===== src/rtl/uart_baud_gen.sv =====
// UART bit-rate generator: frame-based bit ticks (TX at bit start, RX at bit centre).
// Optional 16x oversample tick when BAUD_OVS16_EN is defined; otherwise ovs_tick is tied to 0.
module uart_baud_gen #(
  parameter int CNT_W      = 16,
  parameter int DIV_RST    = 868,
  parameter int FRAME_BITS = 10
) (
  input  logic             clk,
  input  logic             rst_n,
  input  logic             bps_start,
  input  logic             mode,
  input  logic             div_wr,
  input  logic [CNT_W-1:0] div_in,
  output logic             clk_bps,
  output logic [3:0]       bit_cnt,
  output logic             frame_done,
  output logic             busy,
  output logic             ovs_tick
);

  // state | meaning
  // IDLE  | waiting for a rising edge on bps_start; divisor writable
  // RUN   | counting bit periods and issuing clk_bps ticks
  typedef enum logic {IDLE, RUN} state_t;

  localparam logic [3:0]       FRAME_CNT = 4'(FRAME_BITS);
  localparam logic [CNT_W-1:0] DIV_INIT  = CNT_W'(DIV_RST);
  localparam logic [CNT_W-1:0] DIV_MIN   = CNT_W'(2);

  state_t           state, state_nxt;
  logic             bps_start_d;
  logic [CNT_W-1:0] div_reg, div_nxt;
  logic [CNT_W-1:0] cnt, cnt_nxt;
  logic [3:0]       bit_cnt_nxt;
  logic             mode_r, mode_nxt;
  logic             clk_bps_nxt, done_nxt;
  logic             start_ev;
  logic [CNT_W-1:0] target;
  logic [CNT_W-1:0] div_clamped;

  assign start_ev    = bps_start & ~bps_start_d;
  assign target      = mode_r ? (div_reg >> 1) : '0;
  assign div_clamped = (div_in < DIV_MIN) ? DIV_MIN : div_in;
  assign busy        = (state == RUN);

  always_ff @(posedge clk or negedge rst_n) begin
    if (!rst_n) begin
      state       <= IDLE;
      bps_start_d <= 1'b0;
      div_reg     <= DIV_INIT;
      cnt         <= '0;
      bit_cnt     <= '0;
      mode_r      <= 1'b0;
      clk_bps     <= 1'b0;
      frame_done  <= 1'b0;
    end else begin
      state       <= state_nxt;
      bps_start_d <= bps_start;
      div_reg     <= div_nxt;
      cnt         <= cnt_nxt;
      bit_cnt     <= bit_cnt_nxt;
      mode_r      <= mode_nxt;
      clk_bps     <= clk_bps_nxt;
      frame_done  <= done_nxt;
    end
  end

  always_comb begin
    state_nxt   = state;
    div_nxt     = div_reg;
    cnt_nxt     = cnt;
    bit_cnt_nxt = bit_cnt;
    mode_nxt    = mode_r;
    clk_bps_nxt = 1'b0;
    done_nxt    = 1'b0;
    case (state)
      IDLE: begin
        if (div_wr) div_nxt = div_clamped;
        if (start_ev) begin
          state_nxt   = RUN;
          cnt_nxt     = '0;
          bit_cnt_nxt = '0;
          mode_nxt    = mode;
        end
      end
      RUN: begin
        if (!bps_start) begin
          // abort: drop straight back with no pulses
          state_nxt   = IDLE;
          cnt_nxt     = '0;
          bit_cnt_nxt = '0;
        end else begin
          cnt_nxt = (cnt == div_reg) ? '0 : cnt + 1'b1;
          if (cnt == target && bit_cnt < FRAME_CNT) begin
            clk_bps_nxt = 1'b1;
            bit_cnt_nxt = bit_cnt + 4'd1;
          end
          if (cnt == div_reg && bit_cnt == FRAME_CNT) begin
            done_nxt  = 1'b1;
            state_nxt = IDLE;
          end
        end
      end
      default: state_nxt = IDLE;
    endcase
  end

`ifdef BAUD_OVS16_EN
  logic [CNT_W-1:0] ovs_cnt;
  logic [CNT_W-1:0] ovs_top;

  assign ovs_top = div_reg >> 4;

  always_ff @(posedge clk or negedge rst_n) begin
    if (!rst_n) begin
      ovs_cnt  <= '0;
      ovs_tick <= 1'b0;
    end else begin
      ovs_tick <= 1'b0;
      if (state == IDLE && start_ev) begin
        ovs_cnt <= '0;
      end else if (state == RUN && bps_start) begin
        ovs_cnt  <= (ovs_cnt == ovs_top) ? '0 : ovs_cnt + 1'b1;
        ovs_tick <= (ovs_cnt == ovs_top);
      end
    end
  end
`else
  assign ovs_tick = 1'b0;
`endif

endmodule


===== config.mk =====
export PLATFORM = sky130hd
export DESIGN_NAME = uart_baud_gen
export DESIGN_NICKNAME = d
export VERILOG_FILES = /design/src/rtl/uart_baud_gen.sv
export SDC_FILE = /design/constraint.sdc
export NUM_CORES = 1
export LEC_CHECK = 0
export ABC_AREA = 1
export ABC_CLOCK_PERIOD_IN_PS = 4100
export BUFFER_PORTS_ARGS = -buffer_cell sky130_fd_sc_hd__buf_4
export CORE_MARGIN = 8
export CORE_UTILIZATION = 59
export CTS_BUF_LIST = sky130_fd_sc_hd__clkbuf_8
export CTS_CLUSTER_SIZE = 30
export DETAILED_ROUTE_END_ITERATION = 7
export PLACE_DENSITY = 0.8
export SETUP_SLACK_MARGIN = 0.1
export SLEW_MARGIN = 15
export SYNTH_ARGS = -nofsm -noshare
export SYNTH_HDL_FRONTEND = slang
export SYNTH_SLANG_ARGS = --single-unit

===== constraint.sdc =====
create_clock -name clk -period 4.1 [get_ports clk]
set_input_delay 0.41 -clock clk [delete_from_list [all_inputs] [get_ports clk]]
set_output_delay 0.41 -clock clk [all_outputs]
set_load 0.1 [all_outputs]

==> results of run 1 <==
[per-stage QoR]
step / worst slack, ns / hold WS, ns
2_1_floorplan: 2.20 / 0.114
3_3_place_gp: 2.19 / 0.413
3_5_place_dp: 2.14 / 0.414
4_1_cts: 2.11 / 0.0983
5_1_grt: 1.86 / 0.125
6_report: 2.06 / 0.0830
[path summary, 6_finish.rpt]
check / endpoint / slack (ns)
worst max-delay path: bit_cnt[2] / 2.06
worst min-delay path: cnt[11] / 0.08
worst max register to register: bit_cnt[2] / 2.06
worst min register to register: div_reg[6] / 0.51
max in group asynchronous: div_reg[9] / 3.66
min in group clk: bps_start_d / 0.27
[cells in the final DEF, fill, tap and decap left out]
cell        instances
nand2_2             1
xnor2_1             9
xor2_1             19
nor3_4              1
dfrtp_1            36
clkinv_1            2
nand3b_1            1
ha_1                3
buf_4              27
mux2_2              1
nor2_1             26
a21oi_2             1
nand2_1           126
o21ai_0            11
clkinvlp_4          1
clkbuf_8            6
nor2_2              2
nand4_1             6
conb_1              1
a21oi_1            11
nor3_2              1
inv_1              27
dfstp_2             5
o21ai_1             4
nor4_1              3
nor3_1              6
nand3_1            28
inv_2               3
[metal layers]
metal,GRT usage [%],part of all wire [%],up-vias
met2,29.5,44,59
met1,25.3,50,1031
met3,3.53,4.6,9
li1,-,-,1130
met5,0,0,-
met4,6.61,1.6,0
[area by class of cell]
class	instances	share of cell area (%)
repair buffers	27	7.25
inverters	31	4.16
well taps	50	2.24
clock buffers	6	2.96
flip-flops and latches	41	36.9
clock inverters	2	0.403
multi-input cells	261	46.0
[power breakdown]
group          total (uW)  internal, uW  switching [uW]
Clock                 269           134             135
Sequential            506           444            62.4
Combinational         206          81.0             125
[cell families (layout without fill, tap and decap cells)]
family / Yosys count / count (layout) / synth area share [%]
buf+inv: 44 / 66 / 7.58
flops: 41 / 41 / 41.1
compound gates: 27 / 27 / 5.54
fa+ha+maj: 3 / 3 / 1.50
other cells: 1 / 1 / 0.149
simple gates: 201 / 201 / 33.9
mux: 1 / 1 / 0.449
xor+xnor: 28 / 28 / 9.78
==> summary.md, run 1 <==
| Metric | Value |
|---|---|
| Status | `finished clean` |
| Delay-heaviest family, CP | `simple AND/OR/NAND/NOR gates` |
| Wire per inst | `13.6 um` |
| Nets | `391` |
| Startpoint type of the worst setup path | `flip-flop` |
| Reg-to-reg startpoint | `mode_r` |
| Skew final | `0.0124 ns` |
| CP endpoint kind | `flip-flop` |
| FP Rows | `23` |
| DRC | `0` |
| Cells on worst reg2reg path | `11` |
| IO Port Bufs | `27` |
| Antenna viol nets, final | `0` |
| Multi-input combinational cell area | `1290 um2` |
| Tcrit/Tclk final | `49.8%` |
| Main synth FF type | `dfrtp_1` |
| Most Frequent Cell on Critical Path | `nand2_1` |
| Die area | `6590 um2` |
| Slew HR | `44.7%` |
| Die extent in x | `81.2 um` |
| Root Buffer | `clkbuf_8` |
| Setup-failing EPs final | `0` |
| Placed Area | `2700 um2` |
| Core Area | `4060 um2` |
| CP startpoint | `mode_r` |
| Largest net degree at the start of global routing | `42` |
| Number of flops mapped to enable cells by yosys | `0` |
| RSZ-0062 raised after global routing | `no` |
| Post-CTS setup buffers | `0` |
| Most frequent cells after synthesis | `nand2_1, dfrtp_1, nand3_1, inv_1, nor2_1` |
| Area contributors post-synth | `dfrtp_1, nand2_1, xor2_1` |
| Async S/R FF share, synth | `100%` |
| Crit Path Class | `flip-flop to flip-flop` |
| Routed WL | `5690 um` |
| Die H | `81.2 um` |
| Layout Utilization | `68.9%` |
| Detailed Routing Iterations Pass 1 | `4` |
| Top-count cell post-synth | `nand2_1` |
| Num CTS Buffers | `5` |
| Storage cell area | `1030 um2` |
| CP bufs+invs | `0` |
| Fin. Hold Viols | `0` |
| Clock tree sinks | `41` |
| Register bit total from synthesis | `41` |
| CTS Buffer Depth | `2` |
| Critical Path RT | `4.28 ns` |
| Crit path depth | `11` |
| CTS Hold Buffers Added | `0` |
| Starting Density | `61.8%` |
| YS warnings | `0` |
| Via count | `2229` |
| Synthesized net count | `370` |
| Gr usage total | `18.8%` |
| Netlist cell types | `28` |
| Cells after DPL | `410` |
| DRT iter0 DRCs | `142` |
| IO Count | `29` |
| Vias in the first global route | `2093` |
| First-pass GRT wire length | `9600 um` |
| Critical-path cell list | `nand2_1 -> nand2_1 -> nand2_1 -> nor2_1 -> nand2_1 -> nor2_1 -> nand2_1 -> nand2_1 -> nand2_1 -> nand2_1 -> nand2_1` |
| Diodes inserted | `0` |
| Slew Viols, Final | `0` |
| Post-synth top area cell | `dfrtp_1` |
| PwrDens | `351 nW/um2` |
| Measured slew at the worst slew-check pin | `0.829 ns` |
| Layout area overhead | `11.4%` |
| H-tree depth | `2` |
| Share of cells above drive strength 1 | `13.3%` |
| HPWL Detailed | `4350 um` |
| Slowest CP cell | `dfrtp_1` |
| Clock slew at reported path FFs | `0.08 ns` |
| Worst-Skew Late Latency | `0.29 ns` |
| HP Class | `primary input to asynchronous set/reset pin` |
| P_leak | `0.00139 uW` |
| CP Max Fanout | `30` |
| GPL Wtd Cong | `0.895` |
| TritonCTS clock tree | `yes` |
| Non-Filler Instances | `418` |
| WP data arrival | `2.22 ns` |
| Max-Cap Viols | `0` |
| Tmin final | `2.04 ns` |
| Post-route cell area | `2790 um2` |
| Synth Area per Inst | `7.25 um2` |
| Post-synthesis sequential area ratio | `41.1%` |
| Fin Setup TNS | `0 ns` |
| Initial antenna violation count | `0` |
| Mapped Cells | `346` |
| Critical path's largest stage delay | `0.89 ns` |
| GRT overflow | `0` |
| Syn Std Cell Area | `2510 um2` |
| Post-CTS sizing | `0` |
| Fillers | `367` |
| Area share of the largest cell type after synthesis | `35.9%` |
| Maximum vdd drop | `0.204 mV` |
| Final Total Pwr | `982 uW` |
| Avg Vias per Cell | `5.33` |
| Highest Clock Rate | `490 MHz` |
Note: power is estimated with default switching activity, not from simulation.
==> run 2, diff against run 1 <==
ABC_CLOCK_PERIOD_IN_PS = 1700   (was 4100)
CORE_UTILIZATION = 55   (was 59)
PLACE_DENSITY = 0.79   (was 0.8)
clock period = 1.7 ns   (was 4.1 ns; I/O delays follow)
==> run 2 against run 1 <==
Compared with the run above:
- first-iteration DRC count up 58%
- non-clock buffer count grew 13
- combinational power rose to 3.4 times the previous value
- die area grew 5.8%
- highest routed layer unchanged
- via count grew 6.7%
- critical endpoint unchanged
- critical path depth up 1
- largest power group unchanged
- sequential power is 140% higher
- sequential share of layout area decreased by 2.2 points
==> summary.md, run 2 (same netlist as run 1, synthesis figures left out) <==
| Metric | Value |
|---|---|
| H-tree depth | `2 (unchanged)` |
| Fin. Hold Viols | `0 (unchanged)` |
| Slew Viols, Final | `0 (unchanged)` |
| PwrDens | `845 nW/um2 (+140%)` |
| Max-Cap Viols | `0 (unchanged)` |
| Setup-failing EPs final | `0 (unchanged)` |
| Crit Path Class | `flip-flop to flip-flop` |
| Die extent in x | `83.5 um (+2.9%)` |
| Initial antenna violation count | `0 (unchanged)` |
| Startpoint type of the worst setup path | `flip-flop` |
| Slowest CP cell | `dfrtp_2` |
| GPL Wtd Cong | `0.968 (+8.1%)` |
| Die area | `6980 um2 (+5.8%)` |
| WP data arrival | `1.83 ns (-0.39 ns)` |
| Vias in the first global route | `2263 (+8.1%)` |
| FP Rows | `24 (+4.3%)` |
| Nets | `404 (+3.3%)` |
| Reg2reg setup slack | `0.07 ns (-1.99 ns)` |
| Root Buffer | `clkbuf_8` |
| Core Area | `4380 um2 (+8.0%)` |
| Tcrit/Tclk final | `96.1% (+46 points)` |
| Layout area overhead | `20.3%` |
| Critical Path RT | `1.89 ns (-2.39 ns)` |
| Routed WL | `6430 um (+13%)` |
| Worst hold slack | `0.0332 ns (-0.0498 ns)` |
| CTS Buffer Depth | `2 (unchanged)` |
| Share of cells above drive strength 1 | `24.4% (+11 points)` |
| Cells on worst reg2reg path | `12 (+1)` |
| Fillers | `348 (-5.2%)` |
| Wire per inst | `14.8 um (+9.1%)` |
| Avg Vias per Cell | `5.49 (+3.0%)` |
| Antenna viol nets, final | `0 (unchanged)` |
| TritonCTS clock tree | `yes` |
| Tmin final | `1.63 ns (-0.408 ns)` |
| Measured slew at the worst slew-check pin | `0.509 ns (-0.321 ns)` |
| Hold Path End | `bps_start_d` |
| Via count | `2379 (+6.7%)` |
| Most Frequent Cell on Critical Path | `nand2_1` |
| Critical R2R Capture | `bit_cnt[2]` |
| Reg-to-reg startpoint | `mode_r` |
| Die H | `83.5 um (+2.9%)` |
| HPWL Detailed | `4640 um (+6.7%)` |
| IO Count | `29 (unchanged)` |
| Placed Area | `2790 um2 (+3.3%)` |
| CP endpoint kind | `flip-flop` |
| Skew final | `0.00483 ns (-0.00756 ns)` |
| DRC | `0 (unchanged)` |
| IO Port Bufs | `27 (unchanged)` |
| Critical-path cell list | `buf_12 -> nand2_2 -> nand2_1 -> nand2_1 -> nor2_2 -> nand2_1 -> nor2_2 -> nand2_2 -> nand2_4 -> nand2_4 -> nand2_2 -> nand2_1` |
| Worst-Skew Late Latency | `0.30 ns (about the same)` |
| Maximum vdd drop | `0.661 mV (+220%)` |
| CP Max Fanout | `8 (-73%)` |
| Clock slew at reported path FFs | `0.08 ns (about the same)` |
| Final Total Pwr | `2550 uW (+160%)` |
| Layout Utilization | `68.9% (about the same)` |
| GRT overflow | `0 (unchanged)` |
| Starting Density | `57.2% (-4.6 points)` |
| Slew HR | `66.1% (+21 points)` |
| Detailed Routing Iterations Pass 1 | `6 (+2)` |
| Multi-input combinational cell area | `1340 um2 (+4.3%)` |
| DRT iter0 DRCs | `224 (+58%)` |
| Storage cell area | `1050 um2 (+1.6%)` |
| Post-route cell area | `3020 um2 (+8.1%)` |
| Diodes inserted | `0 (unchanged)` |
| Status | `finished clean` |
| Num CTS Buffers | `5 (unchanged)` |
| Most common cell after layout, fill and taps aside | `nand2_1` |
| Commonest cells after routing, fill and taps aside | `nand2_1, buf_4, nand3_1` |
| First-pass GRT wire length | `10400 um (+8.4%)` |
| Highest Clock Rate | `612 MHz (+25%)` |
| Gr usage total | `17.7% (-1.1 points)` |
| Hold path start | `bps_start` |
| Largest net degree at the start of global routing | `42 (unchanged)` |
| P_leak | `0.00145 uW (+4.3%)` |
| HP Class | `primary input to flip-flop` |
| Clock tree sinks | `41 (unchanged)` |
| Critical path's largest stage delay | `0.47 ns (-0.42 ns)` |
| Hold path depth | `1` |
| RSZ-0062 raised after global routing | `yes` |
[run 2: cell types whose count changed in the layout (fill, tap and decap cells not counted), sizes merged]
cell | before | now
buf | 27 | 38
clkinvlp | 1 | 3
dlygate4sd3 | 0 | 1
inv | 30 | 29
[run 2: how the worst max path moves through the flow]
stage,startpoint,end,slack (ns)
final,mode_r,bit_cnt[2],0.07
after global routing,mode_r,bit_cnt[3],-0.01
after detailed placement,cnt[0],cnt[10],0.10
after floorplan,busy,cnt[10],0.11
after global placement,cnt[0],cnt[2],0.12
after CTS,cnt[0],busy,0.12
[run 2: per-layer routing]
| metal | track usage, % | routed length, um | share of wire [%] | vias to the layer above |
|---|---|---|---|---|
| li1 | - | - | - | 1155 |
| met1 | 23.9 | 2900 | 45 | 1086 |
| met2 | 28.0 | 2970 | 46 | 116 |
| met3 | 3.03 | 408 | 6.4 | 22 |
| met4 | 5.49 | 148 | 2.3 | 0 |
| met5 | 0 | 0 | 0 | - |
[run 2: what timing repair did]
item / in CTS / in global routing
setup buffers: 0 / 1
pin swaps: 1 / 9
endpoints found under the hold margin: 36 / 0
cloned: 1 / 1
hold buffers: 1 / 0
endpoints found under the setup margin: 8 / 12
resized for setup: 6 / 24
[run 2: where the power goes]
part           switching, uW  internal [uW]  leakage (uW)
Combinational            402            299      0.000901
Sequential               122           1070      0.000508
Clock                    365            288     0.0000364
[run 2: critical path: cells and delay by family, from the launching register on]
kind                   cells  cell delay (ns)
DFF                        1             0.47
buffers and inverters      1             0.15
and+or+nand+nor           11             0.92
[run 2: layout make-up]
| type | instances | share of cell area, % |
|---|---|---|
| Multi-Input combinational cell | 261 | 44.4 |
| Sequential cell | 41 | 34.7 |
| Timing Repair Buffer | 40 | 11.8 |
| Inverter | 31 | 3.85 |
| Clock buffer | 5 | 2.28 |
| Tap cell | 52 | 2.15 |
| Clock inverter | 3 | 0.746 |
[run 2: metrics by stage]
step	setup WS [ns]	std cells	TNS [ns]
after floorplan	0.108	346	0
after global placement	0.125	421	0
after detailed placement	0.105	421	0
after CTS	0.120	431	0
after global routing	-0.0148	433	-0.0337
final	0.0671	433	0
